## src/rtl/adc_spi_responder_if.sv

```systemverilog
// ADS4128-style configuration pins between the CW_ADC_CTRL bit-bang master and the ADC side.
interface adc_spi_responder_if;
    logic adc_reset_i;
    logic adc_sen_i;
    logic adc_sclk_i;
    logic adc_sdata_i;
    logic adc_sdout_o;

    modport master (
        output adc_reset_i,
        output adc_sen_i,
        output adc_sclk_i,
        output adc_sdata_i,
        input  adc_sdout_o
    );

    modport slave (
        input  adc_reset_i,
        input  adc_sen_i,
        input  adc_sclk_i,
        input  adc_sdata_i,
        output adc_sdout_o
    );
endinterface

```

## src/rtl/adc_spi_responder.sv

```systemverilog
// ADS4128 configuration-port responder: register file with 16-bit address/data
// write frames and SDOUT readback when reg[0] bit 0 selects readout mode.
module adc_spi_responder #(
    parameter int unsigned pREG_DEPTH   = 64,
    parameter int unsigned pSYNC_STAGES = 2
) (
    input  logic                  clk_usb,
    input  logic                  reset_i,
    adc_spi_responder_if.slave    adc,
    input  logic                  adc_ovr_i,
    output logic                  readout_o,
    output logic                  wr_strobe_o,
    output logic [7:0]            wr_addr_o,
    output logic [7:0]            wr_data_o,
    input  logic [7:0]            peek_addr_i,
    output logic [7:0]            peek_data_o,
    output logic [7:0]            frame_err_cnt_o
);
    localparam int unsigned AW     = $clog2(pREG_DEPTH);
    localparam logic [8:0]  DEPTH9 = 9'(pREG_DEPTH);

    typedef enum logic [1:0] {IDLE, ADDR, DATA, DONE} state_t;

    function automatic logic in_range(input logic [7:0] a);
        return {1'b0, a} < DEPTH9;
    endfunction

    logic [pSYNC_STAGES-1:0] sen_sync, sclk_sync, sdata_sync, rst_sync, ovr_sync;
    logic sen_s, sclk_s, sdata_s, rst_s, ovr_s, sclk_d, fe;

    logic [7:0] regs [pREG_DEPTH];

    state_t     state, state_n;
    logic [4:0] cnt, cnt_n;
    logic [7:0] sh, sh_n, sh_in;
    logic [7:0] addr_q, addr_n;
    logic [7:0] rd_sh, rd_sh_n;
    logic       rd_act, rd_act_n;
    logic       abort_q, abort_n;
    logic       sdout_q, sdout_n;
    logic       wr_strobe_q;
    logic [7:0] wr_addr_q, wr_addr_n, wr_data_q, wr_data_n;
    logic [7:0] err_q;
    logic       err_inc, do_write, do_clear;

    always_ff @(posedge clk_usb or posedge reset_i) begin
        if (reset_i) begin
            sen_sync   <= '1;
            sclk_sync  <= '1;
            sdata_sync <= '0;
            rst_sync   <= '0;
            ovr_sync   <= '0;
            sclk_d     <= 1'b1;
        end else begin
            sen_sync   <= {sen_sync[pSYNC_STAGES-2:0],   adc.adc_sen_i};
            sclk_sync  <= {sclk_sync[pSYNC_STAGES-2:0],  adc.adc_sclk_i};
            sdata_sync <= {sdata_sync[pSYNC_STAGES-2:0], adc.adc_sdata_i};
            rst_sync   <= {rst_sync[pSYNC_STAGES-2:0],   adc.adc_reset_i};
            ovr_sync   <= {ovr_sync[pSYNC_STAGES-2:0],   adc_ovr_i};
            sclk_d     <= sclk_s;
        end
    end

    assign sen_s   = sen_sync[pSYNC_STAGES-1];
    assign sclk_s  = sclk_sync[pSYNC_STAGES-1];
    assign sdata_s = sdata_sync[pSYNC_STAGES-1];
    assign rst_s   = rst_sync[pSYNC_STAGES-1];
    assign ovr_s   = ovr_sync[pSYNC_STAGES-1];
    assign fe      = sclk_d & ~sclk_s;
    assign sh_in   = {sh[6:0], sdata_s};

    always_comb begin
        state_n   = state;
        cnt_n     = cnt;
        sh_n      = sh;
        addr_n    = addr_q;
        rd_sh_n   = rd_sh;
        rd_act_n  = rd_act;
        abort_n   = abort_q;
        wr_addr_n = wr_addr_q;
        wr_data_n = wr_data_q;
        err_inc   = 1'b0;
        do_write  = 1'b0;
        do_clear  = 1'b0;
        if (rst_s) begin
            // abort_q keeps a frame that was cut by ADC_RESET from restarting mid-way
            do_clear = 1'b1;
            state_n  = IDLE;
            cnt_n    = '0;
            rd_act_n = 1'b0;
            abort_n  = 1'b1;
        end else if (sen_s) begin
            state_n  = IDLE;
            cnt_n    = '0;
            rd_act_n = 1'b0;
            abort_n  = 1'b0;
            if (cnt != 5'd0 && cnt != 5'd16)
                err_inc = 1'b1;
        end else begin
            unique case (state)
                IDLE: if (!abort_q) begin
                    state_n = ADDR;
                    cnt_n   = '0;
                end
                ADDR: if (fe) begin
                    sh_n  = sh_in;
                    cnt_n = cnt + 5'd1;
                    if (cnt == 5'd7) begin
                        addr_n  = sh_in;
                        state_n = DATA;
                        if (readout_o && sh_in != 8'd0) begin
                            rd_act_n = 1'b1;
                            rd_sh_n  = in_range(sh_in) ? regs[sh_in[AW-1:0]] : '0;
                        end
                    end
                end
                DATA: if (fe) begin
                    sh_n  = sh_in;
                    cnt_n = cnt + 5'd1;
                    if (rd_act)
                        rd_sh_n = {rd_sh[6:0], 1'b0};
                    if (cnt == 5'd15) begin
                        state_n = DONE;
                        if (!readout_o || addr_q == 8'd0) begin
                            do_write  = 1'b1;
                            wr_addr_n = addr_q;
                            wr_data_n = sh_in;
                        end
                    end
                end
                DONE: if (fe) err_inc = 1'b1;
                default: state_n = IDLE;
            endcase
        end
        sdout_n = rd_act_n ? rd_sh_n[7] : ovr_s;
    end

    always_ff @(posedge clk_usb or posedge reset_i) begin
        if (reset_i) begin
            state       <= IDLE;
            cnt         <= '0;
            sh          <= '0;
            addr_q      <= '0;
            rd_sh       <= '0;
            rd_act      <= 1'b0;
            abort_q     <= 1'b0;
            sdout_q     <= 1'b0;
            wr_strobe_q <= 1'b0;
            wr_addr_q   <= '0;
            wr_data_q   <= '0;
            err_q       <= '0;
        end else begin
            state       <= state_n;
            cnt         <= cnt_n;
            sh          <= sh_n;
            addr_q      <= addr_n;
            rd_sh       <= rd_sh_n;
            rd_act      <= rd_act_n;
            abort_q     <= abort_n;
            sdout_q     <= sdout_n;
            wr_strobe_q <= do_write;
            wr_addr_q   <= wr_addr_n;
            wr_data_q   <= wr_data_n;
            if (err_inc && err_q != 8'hFF)
                err_q <= err_q + 8'd1;
        end
    end

    always_ff @(posedge clk_usb or posedge reset_i) begin
        if (reset_i) begin
            for (int unsigned i = 0; i < pREG_DEPTH; i++)
                regs[AW'(i)] <= '0;
        end else if (do_clear) begin
            for (int unsigned i = 0; i < pREG_DEPTH; i++)
                regs[AW'(i)] <= '0;
        end else if (do_write && in_range(wr_addr_n)) begin
            regs[wr_addr_n[AW-1:0]] <= wr_data_n;
        end
    end

    assign readout_o       = regs[0][0];
    assign peek_data_o     = in_range(peek_addr_i) ? regs[peek_addr_i[AW-1:0]] : '0;
    assign adc.adc_sdout_o = sdout_q;
    assign wr_strobe_o     = wr_strobe_q;
    assign wr_addr_o       = wr_addr_q;
    assign wr_data_o       = wr_data_q;
    assign frame_err_cnt_o = err_q;
endmodule

```

## src/flat_wrapper.sv

```systemverilog
// flat-port wrapper written by rule: the top's interface ports become plain ports
module adc_spi_responder_flat 
#(
    parameter int unsigned pREG_DEPTH   = 64,
    parameter int unsigned pSYNC_STAGES = 2
)
  (clk_usb, reset_i, adc_ovr_i, readout_o, wr_strobe_o, wr_addr_o, wr_data_o, peek_addr_i, peek_data_o, frame_err_cnt_o, adc_adc_reset_i, adc_adc_sen_i, adc_adc_sclk_i, adc_adc_sdata_i, adc_adc_sdout_o);
  adc_spi_responder_if adc_i ();
  input  logic clk_usb;
  input  logic reset_i;
  input  logic adc_ovr_i;
  output logic readout_o;
  output logic wr_strobe_o;
  output logic [7:0] wr_addr_o;
  output logic [7:0] wr_data_o;
  input  logic [7:0] peek_addr_i;
  output logic [7:0] peek_data_o;
  output logic [7:0] frame_err_cnt_o;
  input wire logic [$bits(adc_i.adc_reset_i)-1:0] adc_adc_reset_i;
  input wire logic [$bits(adc_i.adc_sen_i)-1:0] adc_adc_sen_i;
  input wire logic [$bits(adc_i.adc_sclk_i)-1:0] adc_adc_sclk_i;
  input wire logic [$bits(adc_i.adc_sdata_i)-1:0] adc_adc_sdata_i;
  output wire logic [$bits(adc_i.adc_sdout_o)-1:0] adc_adc_sdout_o;
  assign adc_i.adc_reset_i = adc_adc_reset_i;
  assign adc_i.adc_sen_i = adc_adc_sen_i;
  assign adc_i.adc_sclk_i = adc_adc_sclk_i;
  assign adc_i.adc_sdata_i = adc_adc_sdata_i;
  assign adc_adc_sdout_o = adc_i.adc_sdout_o;
  adc_spi_responder #(.pREG_DEPTH(pREG_DEPTH), .pSYNC_STAGES(pSYNC_STAGES)) u_core (.clk_usb(clk_usb), .reset_i(reset_i), .adc(adc_i), .adc_ovr_i(adc_ovr_i), .readout_o(readout_o), .wr_strobe_o(wr_strobe_o), .wr_addr_o(wr_addr_o), .wr_data_o(wr_data_o), .peek_addr_i(peek_addr_i), .peek_data_o(peek_data_o), .frame_err_cnt_o(frame_err_cnt_o));
endmodule
```

## config.mk

```make
export PLATFORM = sky130hd
export DESIGN_NAME = adc_spi_responder_flat
export DESIGN_NICKNAME = d
export VERILOG_FILES = /design/src/rtl/adc_spi_responder_if.sv /design/src/rtl/adc_spi_responder.sv /design/src/flat_wrapper.sv
export SDC_FILE = /design/constraint.sdc
export NUM_CORES = 1
export LEC_CHECK = 0
export CAP_MARGIN = 20
export CORE_MARGIN = 2
export CORE_UTILIZATION = 40
export CTS_CLUSTER_DIAMETER = 150
export DETAILED_ROUTE_END_ITERATION = 8
export PLACE_DENSITY = 0.57
export SKIP_LAST_GASP = 1
export SYNTH_ARGS = -nofsm -noshare
export SYNTH_HDL_FRONTEND = slang
export SYNTH_SLANG_ARGS = --single-unit
```

## constraint.sdc

```tcl
create_clock -name clk_usb -period 21.8 [get_ports clk_usb]
set_input_delay 4.36 -clock clk_usb [delete_from_list [all_inputs] [get_ports clk_usb]]
set_output_delay 4.36 -clock clk_usb [all_outputs]
set_load 0.02 [all_outputs]
```

==> impl.org <==
** Critical path
- The startpoint identified for the worst register-to-register timing path is u_core.sdata_sync[1].
- In this run the critical register-to-register path is captured at u_core.regs[144].
- FF-to-FF setup slack :: 16480 ps
- STA classifies the critical path startpoint as an input pin.
- Crit path arrival time :: 9160 ps
- Worst Path Required :: 17440 ps
- The signal on the critical path passes through clkbuf_8, buf_4, buf_4, mux4_2, mux4_2, mux2i_1, o22ai_1, clkdlybuf4s50_1.
- Type of destination of the critical path :: primary output
- The critical path runs through a total of 8 cells.
- The number of buffers and inverters on the critical path is 4.
- Peak fanout along the critical path :: 46
- Category of the most critical setup path :: input pin to primary output
- The worst register-to-register path has a depth of 8.
- For this run, the slowest stage of the critical path takes 810 ps.
- Max stage delay cell, worst path :: sky130_fd_sc_hd__buf_4
- In this design, the largest share of critical-path delay is due to buffers and inverters.

** Final layout
- Cells fill 44.95% of the core in the end.
- The layout has 7141 filler cells.
- Area grow syn2layout :: 10.96%
- Layout cell share with drive strength beyond 1 :: 23.62%
- For this run, the post-layout net count is 2541.
- Leaving out fill and tap cells, the most frequent cells in the layout are sky130_fd_sc_hd__dfrtp_1 (572), sky130_fd_sc_hd__nor2_1 (358), sky130_fd_sc_hd__mux4_2 (299).
- Post-Layout Cell Count :: 3627
- Across the whole layout, storage elements account for 14560 sq um.
- Summing all multi-input logic gate instances after layout gives 17020 sq um.
- The library cell used most frequently in the layout, excluding fill and tap cells, is sky130_fd_sc_hd__dfrtp_1.
- Post-Layout Inst Area :: 36320 sq um

** Floorplan
- The floorplan step defined a die boundary enclosing 84150 sq um.
- Io pins :: 50
- After floorplanning, the core was divided into 104 placement rows.
- Horizontal die dimension :: 290.1 microns
- Core area :: 80810 sq um
- Effective utilization at floorplan :: 40.51%
- Measured along the y axis, the die boundary spans 290.1 microns.

** Routing
- The routed layout has 23.84k vias.
- After the first detailed-routing iteration, the DRC count stood at 2795.
- In this run the remaining antenna-violating nets after routing total 0.
- After detailed routing, the number of vias per cell comes to 6.572.
- DRC violations left :: 0
- Before antenna repair, the detailed router went through 7 iterations.
- WL/cell :: 29.73 microns
- The final layout contains routed wiring with a total length of 107.8 mm.

** Clocking
- After clock tree synthesis, the clock-pin slew on the worst setup and hold paths is 50 ps.
- Number of clock sinks :: 581
- The H-tree generated during clock tree synthesis spans 3 levels.
- Latest clock arrival within the worst-skew pair :: 640 ps
- TritonCTS clock tree :: done
- In this run, post-CTS hold repair placed 0 buffers.
- Buffers inserted by post-CTS timing repair :: 0
- Worst-case clock buffer depth :: 3
- The root buffer cell chosen for the clock tree is sky130_fd_sc_hd__clkbuf_16.
- Clock tree synthesis inserted a total of 67 buffers.
- In this run, post-CTS repair resized a total of 0 instances.

** Hold path
- The worst hold path begins at u_core.sdata_sync[0].
- Hold Crit Class :: register to register
- End of the worst hold path :: u_core.sdata_sync[1]
- Hold Crit Depth :: 0

** Yosys
- Counting distinct cell types in the post-synthesis netlist gives 78.
- sky130_fd_sc_hd__dfrtp_1 takes more of the synthesized area than any other cell.
- Number of warning messages in the yosys log :: 0
- The cell area that synthesis handed to floorplanning was 32740 sq um.
- Among all flip-flop cells after synthesis, the most frequent one is sky130_fd_sc_hd__dfrtp_1.
- Counting every instance in the synthesized netlist gives 2600.
- In this run, synthesis inferred 0 flip-flops with an integrated enable.
- For this run, asynchronously set or reset flops after synthesis account for 100.0%.
- The synthesized design contains 581 register bits.
- By area the synthesized netlist is led by sky130_fd_sc_hd__dfrtp_1 (44%), sky130_fd_sc_hd__mux4_2 (21%), sky130_fd_sc_hd__a211oi_1 (6.1%).
- Net count of the mapped netlist :: 2624
- Of the post-synthesis cell area, the dominant cell type holds 44.03%.
- Share of the yosys chip area belonging to registers :: 44.43%
- A synthesized cell averages 12.59 sq um.

** STA
- Max Freq :: 73.99 MHz
- The worst pin sits at a relative slew slack of 5.266%.
- Hold Violations, Final :: 0
- At the pin with the least slew margin, the transition time is 1421 ps.
- Setup TNS :: 0 ps
- Unrepaired setup endpoints after global routing :: false
- The smallest clock period supported by the final layout is computed as 13520 ps.
- Of the available clock period, the critical path in the final layout requires 62.00%.
- Hold Slack :: 350.7 ps
- Post-route clock skew :: 32.16 ps
- Total of endpoints with negative setup slack in the final report :: 0
- Max Slew Vio Count :: 0

** GRT
- Global routing consumed, over all layers together, 25.67% of the routing resources.
- The via count of the first global-routing pass came to 23.52k.
- The first global-routing pass estimated 162.3 mm of wire.
- Entering global routing, the biggest net connects 187 pins.
- The initial antenna violation count was 4.
- GRT overflow :: 0

** Pwr
- Net switching power :: 0.6264 mW
- Per report_power, the clock group accounts for 47.8% of the total.
- The worst-case IR drop observed on VDD is 0.04902 mV.
- The share of total power dissipated in combinational logic is 7.9%.
- Ratio of total power to cell area :: 68.64 nW/um^2
- Switching fraction of total power :: 25.12%
- Flop pwr share :: 44.3%
- The analysis attributes to cell leakage a power of 14.69 nW.
- The internal portion of the total power is 1.867 mW.

** Flow run
- Max-cap violation count :: 0

** Placement
- Placed wire-length estimate :: 69.17 mm
- Placed instance area :: 33980 sq um
- In this run the tool buffered the top-level ports with 49 buffer cells.
- At the end of routability-driven placement, the weighted congestion stood at 0.8729.
- Cell count after placement :: 3505

** Run status
- Run status :: completed
## worst reg2reg max path: stages (launching register included)
cell	delay [ps]
sky130_fd_sc_hd__dfrtp_4	960
sky130_fd_sc_hd__buf_4	730
sky130_fd_sc_hd__buf_4	740
sky130_fd_sc_hd__buf_4	670
sky130_fd_sc_hd__mux2i_4	140
sky130_fd_sc_hd__buf_4	310
sky130_fd_sc_hd__inv_1	680
sky130_fd_sc_hd__nand2b_1	640
sky130_fd_sc_hd__o21ai_0	350
## how the worst max path moves through the flow
stage,slack (ps),end,startpoint
floorplan,1190,u_core.abort_q,reset_i
finish,8280,peek_data_o[3],peek_addr_i[0]
detailed placement,8270,peek_data_o[3],peek_addr_i[0]
global route,7970,peek_data_o[3],peek_addr_i[0]
global placement,8400,peek_data_o[3],peek_addr_i[0]
CTS,8280,peek_data_o[3],peek_addr_i[0]
## cell type report
class	count	area share [%]
inverter	19	0.2170
clock buffer	94	5.397
multi-input combinational	1731	46.84
sequential	581	40.08
timing repair buffer	117	2.873
tap	1060	3.651
clock inverter	24	0.9335
antenna	1	0.006889
## per-layer routing
layer	wire (microns)	track usage (%)
met4	4565	10.25
met2	49470	39.60
met3	9088	5.040
met5	0	0
met1	44690	35.79
## synthesized netlist by cell type (15+ instances only)
master                      number
sky130_fd_sc_hd__a211oi_1      267
sky130_fd_sc_hd__a21oi_1        48
sky130_fd_sc_hd__a221oi_4       24
sky130_fd_sc_hd__a311oi_1       25
sky130_fd_sc_hd__buf_1          29
sky130_fd_sc_hd__buf_2          42
sky130_fd_sc_hd__buf_4          18
sky130_fd_sc_hd__clkbuf_1      167
sky130_fd_sc_hd__dfrtp_1       576
sky130_fd_sc_hd__inv_1          19
sky130_fd_sc_hd__mux2_2         26
sky130_fd_sc_hd__mux2i_1       134
sky130_fd_sc_hd__mux4_2        299
sky130_fd_sc_hd__nand2_1        30
sky130_fd_sc_hd__nand3_1        21
sky130_fd_sc_hd__nand3b_1      140
sky130_fd_sc_hd__nor2_1        358
sky130_fd_sc_hd__o2111ai_2      15
sky130_fd_sc_hd__o21ai_0       130
sky130_fd_sc_hd__o21ai_1        20
## power groups by stage
stage                     Clock (mW)  Sequential, mW  Combinational (mW)
final                           1.19            1.10               0.198
after CTS                       1.21            1.10               0.199
after global placement             0            1.12               0.196
after global routing            1.26            1.10               0.210
after floorplan                    0            1.12               0.136
after detailed placement           0            1.12               0.199
## cells by family after synthesis
logic type / after synthesis / synth area share (%)
AO/OA/AOI/OAI: 613 / 15.09
XOR/XNOR: 7 / 0.1873
adder cells (fa/ha/maj): 9 / 0.3440
buffers and inverters: 288 / 3.967
flip-flops: 581 / 44.43
multiplexers: 465 / 25.81
AND/OR/NAND/NOR: 637 / 10.17
## registers in the layout, indices dropped and copies added, names as in the netlist, 5 cells and up
name and flops:
u_core.rd_sh 8, u_core.addr_q 8, u_core.sh 7, u_core.frame_err_cnt_o 8
u_core.regs 511, u_core.wr_data_o 8, u_core.wr_addr_o 8, u_core.cnt 5
## metrics by stage
stage | setup WS [ps] | power [mW]
floorplan | 1192 | 1.254
global placement | 8400 | 1.319
detailed placement | 8271 | 1.322
CTS | 8281 | 2.513
global route | 7967 | 2.570
finish | 8284 | 2.493
Power figures use the tool's default switching activity.
==> patch, RTL diff (same flow settings) <==
`pREG_DEPTH` is set to 64 in 2 places; all go to 32.
--- a/src/rtl/adc_spi_responder.sv
+++ b/src/rtl/adc_spi_responder.sv
@@ -1,7 +1,7 @@
 // ADS4128 configuration-port responder: register file with 16-bit address/data
 // write frames and SDOUT readback when reg[0] bit 0 selects readout mode.
 module adc_spi_responder #(
-    parameter int unsigned pREG_DEPTH   = 64,
+    parameter int unsigned pREG_DEPTH   = 32,
     parameter int unsigned pSYNC_STAGES = 2
 ) (
     input  logic                  clk_usb,
--- a/src/flat_wrapper.sv
+++ b/src/flat_wrapper.sv
@@ -1,7 +1,7 @@
 // flat-port wrapper written by rule: the top's interface ports become plain ports
 module adc_spi_responder_flat 
 #(
-    parameter int unsigned pREG_DEPTH   = 64,
+    parameter int unsigned pREG_DEPTH   = 32,
     parameter int unsigned pSYNC_STAGES = 2
 )
   (clk_usb, reset_i, adc_ovr_i, readout_o, wr_strobe_o, wr_addr_o, wr_data_o, peek_addr_i, peek_data_o, frame_err_cnt_o, adc_adc_reset_i, adc_adc_sen_i, adc_adc_sclk_i, adc_adc_sdata_i, adc_adc_sdout_o);
Check against the original RTL: no difference found for any inputs over 4 cycles, from zero or initial values and one cycle with reset_i high; that may be too few to reach the edited logic, so the function may still have changed.
==> patch against the original RTL <==
  * Non-clock buffer count down 41
  * Core utilization rose by 0.18 points
  * Routed wire length fell by 50%
  * Worst setup slack improved by 1.5 ns
  * Final area fell by 45%
  * Via count fell by 46%
  * Total power down 45%
  * Synthesized area is 45% lower
  * Sequential cell count down 256
  * Critical path type unchanged
  * Critical endpoint is now peek_data_o[6]
  * Highest routed layer unchanged
==> patch: results (changes against the original RTL) <==
| Metric | Value |
|---|---|
| Worst path slowest cell | `buf_4` |
| Outcome | `complete, no violations` |
| Drt initial violations | `1,109 (-60%)` |
| Top cells by count, synth | `320 x dfrtp_1, 259 x nor2_1, 183 x a211oi_1` |
| Hold Path Origin | `u_core.rst_sync[0]$_DFF_PP0_` |
| Worst Skew | `0.0191 ns (-0.0131 ns)` |
| Hold Path Stages | `0 (unchanged)` |
| Worst VDD drop | `0.0670 mV (+37%)` |
| Main area contributors after synthesis | `dfrtp_1 45%, mux4_2 18%, a211oi_1 7.6%` |
| # fillers | `4,112 (-42%)` |
| Reg2reg start | `u_core.cnt[0]$_DFFE_PP0P_` |
| Post-Place Cells | `2,021 (-42%)` |
| DR pass1 iterations | `5 (-2)` |
| Post-Synthesis Mean Instance Area | `12.1 um^2 (-3.8%)` |
| Most flops, register | `u_core.regs` |
| Reg2reg end | `u_core.regs[220]$_DFFE_PP0P_` |
| Largest net degree at the start of global routing | `123 (-34%)` |
| Worst Hold Path EP | `u_core.rst_sync[1]$_DFF_PP0_` |
| Netlist cell types | `73 (-6.4%)` |
| First-pass GRT wire length | `84.1 mm (-48%)` |
| Ys async rst share | `1.00 (unchanged)` |
| Clk_lat worst skew | `0.55 ns (-0.09 ns)` |
| Sw power | `0.356 mW (-43%)` |
| Vias | `12,800 (-46%)` |
| Synth top area share | `0.446 (+0.00551)` |
| R2R Setup Slk | `17.71 ns (+1.23 ns)` |
| Total CTS buffers | `38 (-43%)` |
| Post-CTS Setup Bufs | `0 (unchanged)` |
| Port bufs | `49 (unchanged)` |
| CTS Buffer Depth | `3 (unchanged)` |
| Post-synthesis sequential area ratio | `0.453 (+0.00881)` |
| Total Wirelength | `54.2 mm (-50%)` |
| Tot GR Track Use | `0.238 (-0.0187)` |
| Post-CTS sizing | `0 (unchanged)` |
| Synth warnings | `0 (unchanged)` |
| Layout cell share with drive strength beyond 1 | `0.231 (-0.00555)` |
| Rel. slew slack | `0.235 (+0.182)` |
| Worst path max stage delay | `0.68 ns (-0.13 ns)` |
| Initial antenna violation count | `0 (-4)` |
| Layout Nets | `1,495 (-41%)` |
| R2R cell count | `10 (+2)` |
| Vias per Instance | `6.12 (-6.9%)` |
| HP Class | `flop to flop` |
| GP Congestion | `0.866 (-0.76%)` |
| Leak Pwr | `7.66 nW (-48%)` |
| Detailed Place HPWL | `33.3 mm (-52%)` |
| Root Driver | `clkbuf_16` |
| Syn Nets | `1,507 (-43%)` |
| H-tree Lvls | `2 (-1)` |
| N_diodes | `0 (-1)` |
| Largest register FFs | `255 (-50%)` |
| CP max FO | `36 (-22%)` |
| Worst-path clk slew | `about 0.060 ns` |
## patch: cell count changes in the layout (fill, tap and decap cells not counted), sizes merged, moves of 42 or more
cell,before,now
a211oi,267,209
buf,71,29
nor2,358,267
o21ai,155,34
dfrtp,576,320
mux2i,140,60
nand3b,140,4
mux4,299,141
## patch: layout make-up
| cell class | instances | area share |
|---|---|---|
| repair buffers | 76 | 0.0357 |
| inverters | 30 | 0.00600 |
| clock buffers | 56 | 0.0554 |
| flip-flops and latches | 325 | 0.407 |
| well taps | 592 | 0.0370 |
| multi-input cells | 1000 | 0.453 |
| clock inverters | 9 | 0.00519 |
## patch: critical path: cells and delay by family
kind / cells / cell delay [ns]
buf+inv: 3 / 1.73
mux: 2 / 1.13
compound gates: 1 / 0.33
## patch: power by group through the flow
stage          Clock, mW  Sequential [mW]  Combinational [mW]
4_1_cts            0.641            0.622               0.125
2_1_floorplan          0            0.634              0.0802
6_report           0.628            0.622               0.125
3_3_place_gp           0            0.633               0.124
3_5_place_dp           0            0.633               0.126
5_1_grt            0.667            0.623               0.135
## patch: worst max-delay path by stage
stage,startpoint,endpoint,slack [ns],cells past startpoint
finish,peek_addr_i[0],peek_data_o[6],9.82,6
global route,peek_addr_i[0],peek_data_o[6],9.63,6
CTS,peek_addr_i[0],peek_data_o[5],9.81,6
detailed placement,peek_addr_i[0],peek_data_o[5],9.81,6
global placement,peek_addr_i[0],peek_data_o[5],9.86,6
floorplan,reset_i,u_core.abort_q$_DFFE_PP0N_,8.45,1
## patch: metal layers
layer  vias to the layer above  GRT usage  part of all wire
met4                         0     0.0760             0.035
met1                      6571      0.352              0.44
li1                       5572          -                 -
met2                       514      0.350              0.44
met3                       112     0.0499             0.082
met5                         -          0                 0
## patch: per-stage QoR
stage / hold slack (ns) / util / area (um^2)
after floorplan: 0.331 / - / 18000
final: 0.352 / 0.451 / 20000
after global routing: 0.364 / 0.451 / 20000
after CTS: 0.355 / 0.450 / 20000
after global placement: 0.338 / 0.423 / 18700
after detailed placement: 0.339 / 0.423 / 18700
## patch: kinds of logic after synthesis
| family | Yosys count | share of synthesized area |
|---|---|---|
| simple gates | 414 | 0.107 |
| compound gates | 345 | 0.160 |
| flops | 325 | 0.453 |
| mux | 225 | 0.227 |
| buf+inv | 158 | 0.0435 |
| fa+ha+maj | 9 | 0.00627 |
| xor+xnor | 7 | 0.00341 |
